### config.mk
export PLATFORM = sky130hd
export DESIGN_NAME = writeback_queue_flat
export DESIGN_NICKNAME = d
export VERILOG_FILES = /design/src/rtl/cpu_pkg.sv /design/src/rtl/writeback_queue_if.sv /design/src/rtl/wb_fifo.sv /design/src/rtl/writeback_queue.sv /design/src/flat_wrapper.sv
export SDC_FILE = /design/constraint.sdc
export NUM_CORES = 1
export LEC_CHECK = 0
export ABC_AREA = 1
export BUFFER_PORTS_ARGS = -buffer_cell sky130_fd_sc_hd__buf_2
export CORE_ASPECT_RATIO = 1.2
export CORE_UTILIZATION = 40
export CTS_CLUSTER_DIAMETER = 40
export DETAILED_ROUTE_END_ITERATION = 12
export GPL_TIMING_DRIVEN = 0
export SYNTH_ARGS = -nofsm -noshare
export SYNTH_HDL_FRONTEND = slang
export SYNTH_SLANG_ARGS = --single-unit
### constraint.sdc
create_clock -name clk -period 3.5 [get_ports clk]
set_input_delay 0 -clock clk [delete_from_list [all_inputs] [get_ports clk]]
set_output_delay 0 -clock clk [all_outputs]
set_load 0.005 [all_outputs]
### src/rtl/cpu_pkg.sv
// Shared CPU datapath types: register-file geometry, write-back entry layout
// and the write-back arbiter source select.
package cpu_pkg;

    localparam int DATA_W     = 16;
    localparam int REG_ADDR_W = 4;

    typedef struct packed {
        logic [REG_ADDR_W-1:0] dst;
        logic [DATA_W-1:0]     data;
    } wb_entry_t;

    typedef enum logic {
        WB_SRC_MEM = 1'b0,
        WB_SRC_ALU = 1'b1
    } wb_src_t;

endpackage

### src/rtl/writeback_queue_if.sv
// Write-back request/issue bundle between the producers (load path, ALU),
// the write-back queue and the register file / hazard logic.
interface writeback_queue_if #(
    parameter int DATA_W     = cpu_pkg::DATA_W,
    parameter int REG_ADDR_W = cpu_pkg::REG_ADDR_W,
    parameter int DEPTH      = 4
) ();

    logic                       flush;
    logic                       mem_valid;
    logic [REG_ADDR_W-1:0]      mem_dst;
    logic [DATA_W-1:0]          mem_data;
    logic                       mem_ready;
    logic                       alu_valid;
    logic [REG_ADDR_W-1:0]      alu_dst;
    logic [DATA_W-1:0]          alu_data;
    logic                       alu_ready;
    logic                       regwrite;
    logic [REG_ADDR_W-1:0]      regdst;
    logic [DATA_W-1:0]          writedata;
    logic [2**REG_ADDR_W-1:0]   busy;
    logic [$clog2(DEPTH):0]     count;

    modport master (
        output flush, mem_valid, mem_dst, mem_data, alu_valid, alu_dst, alu_data,
        input  mem_ready, alu_ready, regwrite, regdst, writedata, busy, count
    );

    modport slave (
        input  flush, mem_valid, mem_dst, mem_data, alu_valid, alu_dst, alu_data,
        output mem_ready, alu_ready, regwrite, regdst, writedata, busy, count
    );

endinterface

### src/rtl/wb_fifo.sv
// DEPTH-entry circular buffer of write-back entries; exports per-entry
// valid/dst so the top level can build the pending-write bitmap.
module wb_fifo #(
    parameter int DATA_W     = 16,
    parameter int REG_ADDR_W = 4,
    parameter int DEPTH      = 4
) (
    input  logic                            clk,
    input  logic                            rst,
    input  logic                            flush_i,
    input  logic                            push_i,
    input  logic [REG_ADDR_W-1:0]           push_dst_i,
    input  logic [DATA_W-1:0]               push_data_i,
    input  logic                            pop_i,
    output logic [REG_ADDR_W-1:0]           head_dst_o,
    output logic [DATA_W-1:0]               head_data_o,
    output logic [$clog2(DEPTH):0]          count_o,
    output logic                            full_o,
    output logic                            empty_o,
    output logic [DEPTH-1:0]                entry_valid_o,
    output logic [DEPTH-1:0][REG_ADDR_W-1:0] entry_dst_o
);

    localparam int PTR_W = $clog2(DEPTH);
    localparam int CNT_W = PTR_W + 1;

    logic [DEPTH-1:0][REG_ADDR_W-1:0] dst_mem_q;
    logic [DEPTH-1:0][DATA_W-1:0]     data_mem_q;
    logic [DEPTH-1:0]                 valid_q, valid_d;
    logic [PTR_W-1:0]                 wr_ptr_q, wr_ptr_d;
    logic [PTR_W-1:0]                 rd_ptr_q, rd_ptr_d;
    logic [CNT_W-1:0]                 count_q, count_d;
    logic                             do_push, do_pop;

    assign full_o        = (count_q == CNT_W'(DEPTH));
    assign empty_o       = (count_q == '0);
    assign count_o       = count_q;
    assign entry_valid_o = valid_q;
    assign entry_dst_o   = dst_mem_q;
    assign head_dst_o    = dst_mem_q[rd_ptr_q];
    assign head_data_o   = data_mem_q[rd_ptr_q];

    assign do_push = push_i && !full_o && !flush_i;
    assign do_pop  = pop_i && !empty_o && !flush_i;

    // NOTE: every always_comb output is given a default first so no path leaves it unassigned (no latch).
    always_comb begin
        wr_ptr_d = wr_ptr_q;
        rd_ptr_d = rd_ptr_q;
        count_d  = count_q;
        valid_d  = valid_q;
        if (flush_i) begin
            wr_ptr_d = '0;
            rd_ptr_d = '0;
            count_d  = '0;
            valid_d  = '0;
        end else begin
            // Power-of-two depth: pointers wrap by natural overflow.
            if (do_pop) begin
                valid_d[rd_ptr_q] = 1'b0;
                rd_ptr_d          = rd_ptr_q + 1'b1;
            end
            if (do_push) begin
                valid_d[wr_ptr_q] = 1'b1;
                wr_ptr_d          = wr_ptr_q + 1'b1;
            end
            if (do_push && !do_pop) begin
                count_d = count_q + 1'b1;
            end else if (!do_push && do_pop) begin
                count_d = count_q - 1'b1;
            end
        end
    end

    // NOTE: state registers use non-blocking assignments so all flops update together at the edge.
    always_ff @(posedge clk) begin
        if (rst) begin
            wr_ptr_q <= '0;
            rd_ptr_q <= '0;
            count_q  <= '0;
            valid_q  <= '0;
        end else begin
            wr_ptr_q <= wr_ptr_d;
            rd_ptr_q <= rd_ptr_d;
            count_q  <= count_d;
            valid_q  <= valid_d;
        end
    end

    // NOTE: storage is not reset; valid_q alone decides which slots are meaningful.
    always_ff @(posedge clk) begin
        if (do_push) begin
            dst_mem_q[wr_ptr_q]  <= push_dst_i;
            data_mem_q[wr_ptr_q] <= push_data_i;
        end
    end

endmodule

### src/rtl/writeback_queue.sv
// Write-back queue: arbitrates load/ALU write requests into a FIFO, issues
// one register-file write per cycle and exports the pending-write bitmap.
module writeback_queue #(
    parameter int DATA_W     = cpu_pkg::DATA_W,
    parameter int REG_ADDR_W = cpu_pkg::REG_ADDR_W,
    parameter int DEPTH      = 4
) (
    input  logic              clk,
    input  logic              rst,
    writeback_queue_if.slave  wb
);

    import cpu_pkg::*;

    localparam int NREG = 2 ** REG_ADDR_W;

    wb_src_t                          src_sel;
    logic                             push, pop, full, empty;
    logic [REG_ADDR_W-1:0]            push_dst, head_dst;
    logic [DATA_W-1:0]                push_data, head_data;
    logic [DEPTH-1:0]                 entry_valid;
    logic [DEPTH-1:0][REG_ADDR_W-1:0] entry_dst;
    logic [$clog2(DEPTH):0]           count;

    logic                             regwrite_q, regwrite_d;
    logic [REG_ADDR_W-1:0]            regdst_q, regdst_d;
    logic [DATA_W-1:0]                writedata_q, writedata_d;
    logic [NREG-1:0]                  busy;

    // Readiness depends on full only, so a same-cycle pop never frees a slot.
    assign wb.mem_ready = !full && !wb.flush;
    assign wb.alu_ready = !full && !wb.flush && !wb.mem_valid;

    always_comb begin
        src_sel   = wb.mem_valid ? WB_SRC_MEM : WB_SRC_ALU;
        push      = (wb.mem_valid && wb.mem_ready) || (wb.alu_valid && wb.alu_ready);
        push_dst  = (src_sel == WB_SRC_MEM) ? wb.mem_dst  : wb.alu_dst;
        push_data = (src_sel == WB_SRC_MEM) ? wb.mem_data : wb.alu_data;
    end

    assign pop = !empty && !wb.flush;

    wb_fifo #(
        .DATA_W     (DATA_W),
        .REG_ADDR_W (REG_ADDR_W),
        .DEPTH      (DEPTH)
    ) u_fifo (
        .clk           (clk),
        .rst           (rst),
        .flush_i       (wb.flush),
        .push_i        (push),
        .push_dst_i    (push_dst),
        .push_data_i   (push_data),
        .pop_i         (pop),
        .head_dst_o    (head_dst),
        .head_data_o   (head_data),
        .count_o       (count),
        .full_o        (full),
        .empty_o       (empty),
        .entry_valid_o (entry_valid),
        .entry_dst_o   (entry_dst)
    );

    // A flush suppresses the pop but lets an already-issued write complete.
    always_comb begin
        regwrite_d  = pop;
        regdst_d    = pop ? head_dst  : regdst_q;
        writedata_d = pop ? head_data : writedata_q;
    end

    always_ff @(posedge clk) begin
        if (rst) begin
            regwrite_q  <= 1'b0;
            regdst_q    <= '0;
            writedata_q <= '0;
        end else begin
            regwrite_q  <= regwrite_d;
            regdst_q    <= regdst_d;
            writedata_q <= writedata_d;
        end
    end

    always_comb begin
        busy = '0;
        for (int i = 0; i < DEPTH; i++) begin
            if (entry_valid[i]) begin
                busy[entry_dst[i]] = 1'b1;
            end
        end
        if (regwrite_q) begin
            busy[regdst_q] = 1'b1;
        end
    end

    assign wb.regwrite  = regwrite_q;
    assign wb.regdst    = regdst_q;
    assign wb.writedata = writedata_q;
    assign wb.busy      = busy;
    assign wb.count     = count;

endmodule
### src/flat_wrapper.sv
// flat-port wrapper written by rule: the top's interface ports become plain ports
module writeback_queue_flat import cpu_pkg::*;
#(
    parameter int DATA_W     = cpu_pkg::DATA_W,
    parameter int REG_ADDR_W = cpu_pkg::REG_ADDR_W,
    parameter int DEPTH      = 4
)
  (clk, rst, wb_flush, wb_mem_valid, wb_mem_dst, wb_mem_data, wb_alu_valid, wb_alu_dst, wb_alu_data, wb_mem_ready, wb_alu_ready, wb_regwrite, wb_regdst, wb_writedata, wb_busy, wb_count);
  writeback_queue_if #(.DATA_W(DATA_W), .REG_ADDR_W(REG_ADDR_W), .DEPTH(DEPTH)) wb_i ();
  input  logic clk;
  input  logic rst;
  input wire logic [$bits(wb_i.flush)-1:0] wb_flush;
  input wire logic [$bits(wb_i.mem_valid)-1:0] wb_mem_valid;
  input wire logic [$bits(wb_i.mem_dst)-1:0] wb_mem_dst;
  input wire logic [$bits(wb_i.mem_data)-1:0] wb_mem_data;
  input wire logic [$bits(wb_i.alu_valid)-1:0] wb_alu_valid;
  input wire logic [$bits(wb_i.alu_dst)-1:0] wb_alu_dst;
  input wire logic [$bits(wb_i.alu_data)-1:0] wb_alu_data;
  output wire logic [$bits(wb_i.mem_ready)-1:0] wb_mem_ready;
  output wire logic [$bits(wb_i.alu_ready)-1:0] wb_alu_ready;
  output wire logic [$bits(wb_i.regwrite)-1:0] wb_regwrite;
  output wire logic [$bits(wb_i.regdst)-1:0] wb_regdst;
  output wire logic [$bits(wb_i.writedata)-1:0] wb_writedata;
  output wire logic [$bits(wb_i.busy)-1:0] wb_busy;
  output wire logic [$bits(wb_i.count)-1:0] wb_count;
  assign wb_i.flush = wb_flush;
  assign wb_i.mem_valid = wb_mem_valid;
  assign wb_i.mem_dst = wb_mem_dst;
  assign wb_i.mem_data = wb_mem_data;
  assign wb_i.alu_valid = wb_alu_valid;
  assign wb_i.alu_dst = wb_alu_dst;
  assign wb_i.alu_data = wb_alu_data;
  assign wb_mem_ready = wb_i.mem_ready;
  assign wb_alu_ready = wb_i.alu_ready;
  assign wb_regwrite = wb_i.regwrite;
  assign wb_regdst = wb_i.regdst;
  assign wb_writedata = wb_i.writedata;
  assign wb_busy = wb_i.busy;
  assign wb_count = wb_i.count;
  writeback_queue #(.DATA_W(DATA_W), .REG_ADDR_W(REG_ADDR_W), .DEPTH(DEPTH)) u_core (.clk(clk), .rst(rst), .wb(wb_i));
endmodule
# After elaboration in Yosys (flattened, before gate mapping)
# Cells that the tools add are included.
# totals
word_cells,105
latchBits,0
out_inout_bits,42
in_bits,45
memories,0
reg_bits,112
rom_bits,0
mem_bits_rw,0
# op_classes
mux,36
n_bitwise,7
n_addsub,4
n_mul,0
shifts,0
order_cmp,14
n_div,0
reduce_logical,28
n_eq_ne,1
# op_table
op,count
$mux W16,8
$bwmux W64,1
$or A16 B16 Y16,4
$bmux W16 S2,1
$demux W16 S2,1
$lt A4 B5 Y1 const B,5
$mux W4,6
$demux W1 S4,5
$ge A4 B1 Y1 const B,5
$logic_and A1 B1 Y1,18
$bwmux W16,1
$bmux W4 S2,1
$demux W4 S2,1
$mux W1,7
$logic_not A1 Y1,6
$lt A2 B3 Y1 const B,2
$mux W3,2
$add A2 B1 Y2 const B,2
$and A4 B4 Y4,1
$demux W1 S2,2
$ge A2 B1 Y1 const B,2
$not A4 Y4,1
$or A4 B4 Y4,1
$add A3 B1 Y3 const B,1
6 further kinds,6

# Depth between registers and ports, before layout
# logic_depth
ltp_word,13
depth_mapped,11
mapped_depth_nobuf,11

# Cells and area by module
# Synthesis repeated with hierarchy kept, for this count alone.
# hier_totals
cells_unflattened,664
hier_area_um2,5525.3
# modules_own_cells
module,n_inst,cells_each,area_per_inst_um2
wb_fifo,1,279,3589.7
writeback_queue,1,385,1935.6

# Least setup slack after synthesis
# No wires, ideal clock.
# synth_timing
path_kind,flip-flop to flip-flop
from,reg u_core.u_fifo.count_q[0] (netlist: u_core.u_fifo.count_o[0])
to,reg u_core.u_fifo.count_q[1] (netlist: u_core.u_fifo.count_o[1])
required_time_ps,3387
arrival_ps,1401
setup_ps,113
path_slack_ps,1986
path_stages_with_launch,10
cell_sequence,dfxtp_1 nor2_4 nand2_2 nand3_2 inv_1 ha_1 inv_1 nand3_1 nor2_1 nor2_1
# synth_via
elab_chain_cells,11
# synth_rtl
element,line_no,text
from (decl),wb_fifo.sv:32,"logic [CNT_W-1:0] count_q, count_d;"
from (signal assigned),wb_fifo.sv:85,count_q <= count_d;
$eq A3 B3 Y1 (*),wb_fifo.sv:35,assign full_o = (count_q == CNT_W'(DEPTH));
$logic_not A1 Y1 (*),"wb_fifo.sv:43, writeback_queue.sv:31, writeback_queue.sv:32",
$logic_and A1 B1 Y1,"writeback_queue.sv:31, writeback_queue.sv:32",
$logic_and A1 B1 Y1,writeback_queue.sv:32,assign wb.alu_ready = !full && !wb.flush && !wb.mem_valid;
$logic_and A1 B1 Y1,writeback_queue.sv:36,push = (wb.mem_valid && wb.mem_ready) || (wb.alu_valid && wb.alu_ready);
$logic_or A1 B1 Y1,writeback_queue.sv:36,
$logic_and A1 B1 Y1 (*) (2 in series),wb_fifo.sv:43,assign do_push = push_i && !full_o && !flush_i;
named net u_core.u_fifo.do_push,wb_fifo.sv:33,"logic do_push, do_pop;"
$logic_not A1 Y1,wb_fifo.sv:69,end else if (!do_push && do_pop) begin
$logic_and A1 B1 Y1,wb_fifo.sv:69,
$reduce_bool A2 Y1 (no source line),--,
# The timed path passes the listed nets; every way through them passes the cells marked *. The select of a mux whose other input is x is not followed.
# A chain may end at the register's enable or synchronous reset.

# Worst setup path after layout
# layout_timing
from,reg u_core.u_fifo.count_q[0] (netlist: u_core.u_fifo.count_o[0])
to,"reg u_core.u_fifo.data_mem_q[6] in the netlist's numbering, enable pin"
# layout_via
elab_chain_cells,8
# layout_rtl
element,line_no,text
$eq A3 B3 Y1 (*),wb_fifo.sv:35,
$logic_not A1 Y1 (*),"wb_fifo.sv:43, writeback_queue.sv:31, writeback_queue.sv:32",
$logic_and A1 B1 Y1,"writeback_queue.sv:31, writeback_queue.sv:32",
$logic_and A1 B1 Y1,writeback_queue.sv:32,
$logic_and A1 B1 Y1,writeback_queue.sv:36,
$logic_or A1 B1 Y1,writeback_queue.sv:36,
$logic_and A1 B1 Y1 (*) (2 in series),wb_fifo.sv:43,
"to (signal, indexed assignment)",wb_fifo.sv:94,data_mem_q[wr_ptr_q] <= push_data_i;
to (decl),wb_fifo.sv:28,logic [DEPTH-1:0][DATA_W-1:0] data_mem_q;
# Mark *: on every way between the ends. The rest lies on a longest branch, timed or not.

==> flow_summary_export.csv <==
group,metric,value,unit
run_status,outcome,"finished, violations left",
run_status,violations,"negative hold slack",
floorplan,rows,48,
sta,hold_viol_final,4,
routing,drt_iter0_drc,381,
yosys,syn_inst,772,
setup_path,r2r_end,"u_core.u_fifo.data_mem_q[6]",
sta,slew_headroom,33.4,%
sta,tightest_slew,0.999,ns
setup_path,rr_worst_depth,4,
sta,fin_crit,1.90,ns
clocking,numCtsBuffers,9,
clocking,root_buffer,"clkbuf_16",
run,drv_cap,0,
layout,final_core_util,49.0,%
yosys,synthDistinctLibCells,26,
yosys,yosysWarnings,0,
global_routing,grtUsageTotal,20.2,%
routing,wl_per_cell,14.0,um
floorplan,die_w,113,um
setup_path,worstPathRequired,3.47,ns
min_path,hold_path_class,"input pin to register",
sta,max_freq,527,MHz
yosys,synth_xor_area_share,0,%
yosys,synthSimpleGateAreaFrac,35.4,%
sta,setup-violations-final,0,
global_routing,grt_overflow,0,
floorplan,pin_count,87,
setup_path,start_kind,"register",
sta,skew,0.0113,ns
global_routing,grt_start_max_net_pins,21,
global_routing,first_global_vias,4378,
global_routing,top_usage_layer,"met2",
setup_path,endpoint,"u_core.u_fifo.data_mem_q[6]",
yosys,syn-num-nets,826,
placed_design,gp_congestion,0.946,
clocking,hold_buffers,16,
clocking,clk_latency,0.36,ns
routing,remaining_drc_errors,0,
floorplan,die-area,15400,um2
setup_path,max_stage_delay,0.75,ns
sta,finalMaxSlewViolations,0,
setup_path,cp-startpoint,"u_core.u_fifo.count_o[0]",
yosys,synthAdderAreaFrac,1.89,%
setup_path,crit_cells,4,
yosys,synth_compound_area_share,1.62,%
setup_path,cp_max_fo,20,
routing,vias_per_cell,4.70,
setup_path,critical_path.endpoint_type,"register",
global_routing,grt_pass1_wl,23200,um
yosys,ys_seq_area_share,51.1,%
setup_path,rr_startpoint,"u_core.u_fifo.count_o[0]",
setup_path,crit_slowest_cell,"inv_1",
layout,instances_no_fill,1090,
clocking,cts_tree,"done",
yosys,synth.avg_cell_area,7.71,um2
floorplan,coreArea,14500,um2
yosys,synthMuxAreaShare,0,%
setup_path,cpLargestDelayFamily,"buffers and inverters",
placed_design,dp_hpwl,11000,um
global_routing,antenna_found_initial,0,
placed_design,port_buffers,86,
routing,firstDrtPassIters,5,
layout,nets,939,
clocking,post-cts-setup-buffers,0,
clocking,htree_levels,3,
yosys,syn-cell-area,5950,um2
sta,period_share,54.2,%
global_routing,use_met2,35.0,%
yosys,synth_top_family_by_area,"simple AND/OR/NAND/NOR gates",
power,p_leak,0.00344,uW
power,vdd_ir_drop_max,245,uV
yosys,yosys_register_bits,112,
clocking,ctsResizeCount,0,
sta,fin_worst_hold_slack,-0.00788,ns
clocking,clockBufferDepth,2,
routing,wirelength,15300,um
setup_path,r2r_slack,1.60,ns
setup_path,path_buf_inv,1,
layout,fillCellCount,1453,
setup_path,cp.arrival,1.87,ns
layout,syn_to_final_growth,19.2,%
placed_design,dpl.cell_count,1058,
layout,diodes,0,
layout,final_layout_size_suffix_gt1_share,16.9,%
clocking,clk_pin_slew,0.08,ns
sta,setup-tns-final,0,ns
routing,ant_nets,0,
floorplan,initial_core_util,41.1,%
setup_path,critical_path_class,"register to register",
power,powerDensity,428,nW/um2
setup_path,crit_chain,"nor2_4 > nand2_2 > nand4_1 > inv_1",
global_routing,grt_use_met1,25.4,%
sta,grt_setup_unrepaired,"false",
routing,vias,5123,
floorplan,die_h,136,um
clocking,cts.sinks,112,
global_routing,use_met3,2.91,%
-- worst min-delay path by stage --
stage | to | startpoint | slack, ns | cells after the start
3_5_place_dp | u_core.u_fifo.data_mem_q[8] | wb_alu_data[8] | 0.34 | 3
6_report | u_core.u_fifo.data_mem_q[53] | wb_alu_data[5] | -0.008 | 3
2_1_floorplan | u_core.u_fifo.count_o[1] | rst | 0.21 | 3
4_1_cts | u_core.u_fifo.data_mem_q[45] | wb_alu_data[13] | 0.001 | 3
5_1_grt | u_core.u_fifo.data_mem_q[45] | wb_alu_data[13] | 0.02 | 3
3_3_place_gp | u_core.u_fifo.data_mem_q[24] | wb_alu_data[8] | 0.34 | 3
-- synth_stat cells (all sizes together) --
cell type  count  share of area (%)
a21oi         11               0.93
a2bb2oi        1               0.15
buf           25                3.0
clkbuf         4               0.25
dfxtp         32                 11
edfxtp        80                 40
ha             9                1.9
inv          105                6.6
nand2        290                 20
nand3         69                5.9
nand3b         4               0.50
nand4         14                1.5
nor2         120                7.8
nor3           2               0.17
o211ai         1               0.13
o21ai          5               0.42
-- cells in the final DEF (no fill, tap or decap), drive strengths merged, types with 11 or more instances in the layout --
master and count:
nand2 290, nor2 120, buf 111, inv 109, edfxtp 80, nand3 69
dfxtp 32, dlygate4sd3 16, nand4 14, clkbuf 14, a21oi 11
-- power by group --
group | total (uW) | switching, uW | internal, uW
logic | 487 | 302 | 184
registers | 1530 | 35.8 | 1490
clock network | 1020 | 499 | 521
-- worst min-delay path: stages --
cell and delay (ns):
buf_2 0.07, nand2_1 0.04, nand2_1 0.10
-- metrics by stage --
step | hold WS, ns | power, uW | cell area [um2] | setup WS, ns
finish | -0.00788 | 3040 | 7090 | 1.60
global route | 0.0242 | 3160 | 7090 | 1.46
CTS | 0.00140 | 3060 | 7090 | 1.54
detailed placement | 0.340 | 2030 | 6630 | 1.56
global placement | 0.340 | 2030 | 6630 | 1.59
floorplan | 0.215 | 1870 | 5950 | 1.99
-- final cells by class --
class	count	area (um2)	area share (%)
Sequential cell	112	3040	42.9
Clock buffer	10	239	3.37
Inverter	105	394	5.56
Buffer	29	195	2.75
Clock inverter	6	60.1	0.847
Multi-Input combinational cell	526	2320	32.7
Tap cell	200	250	3.53
Timing Repair Buffer	102	591	8.33
-- registers in the layout, indices dropped and copies added (netlist names) --
register	flops
u_core.wb.regwrite	1
u_core.u_fifo.entry_dst_o	16
u_core.u_fifo.count_o	3
u_core.u_fifo.data_mem_q	64
u_core.wb.regdst	4
u_core.u_fifo.rd_ptr_q	2
u_core.u_fifo.wr_ptr_q	2
u_core.wb.writedata	16
u_core.u_fifo.entry_valid_o	4
-- per-layer routing --
metal / wire [um] / vias to the layer above
met5: 0 / -
met4: 353 / 0
met2: 7500 / 173
li1: - / 2636
met3: 793 / 27
met1: 6610 / 2287
-- cell families after synthesis --
kind of cell / count (synthesis)
AOI/OAI and AO/OA: 18
and+or+nand+nor: 499
DFF: 112
buffers and inverters: 134
adders and majority gates: 9
(Power assumes the default switching activity.)
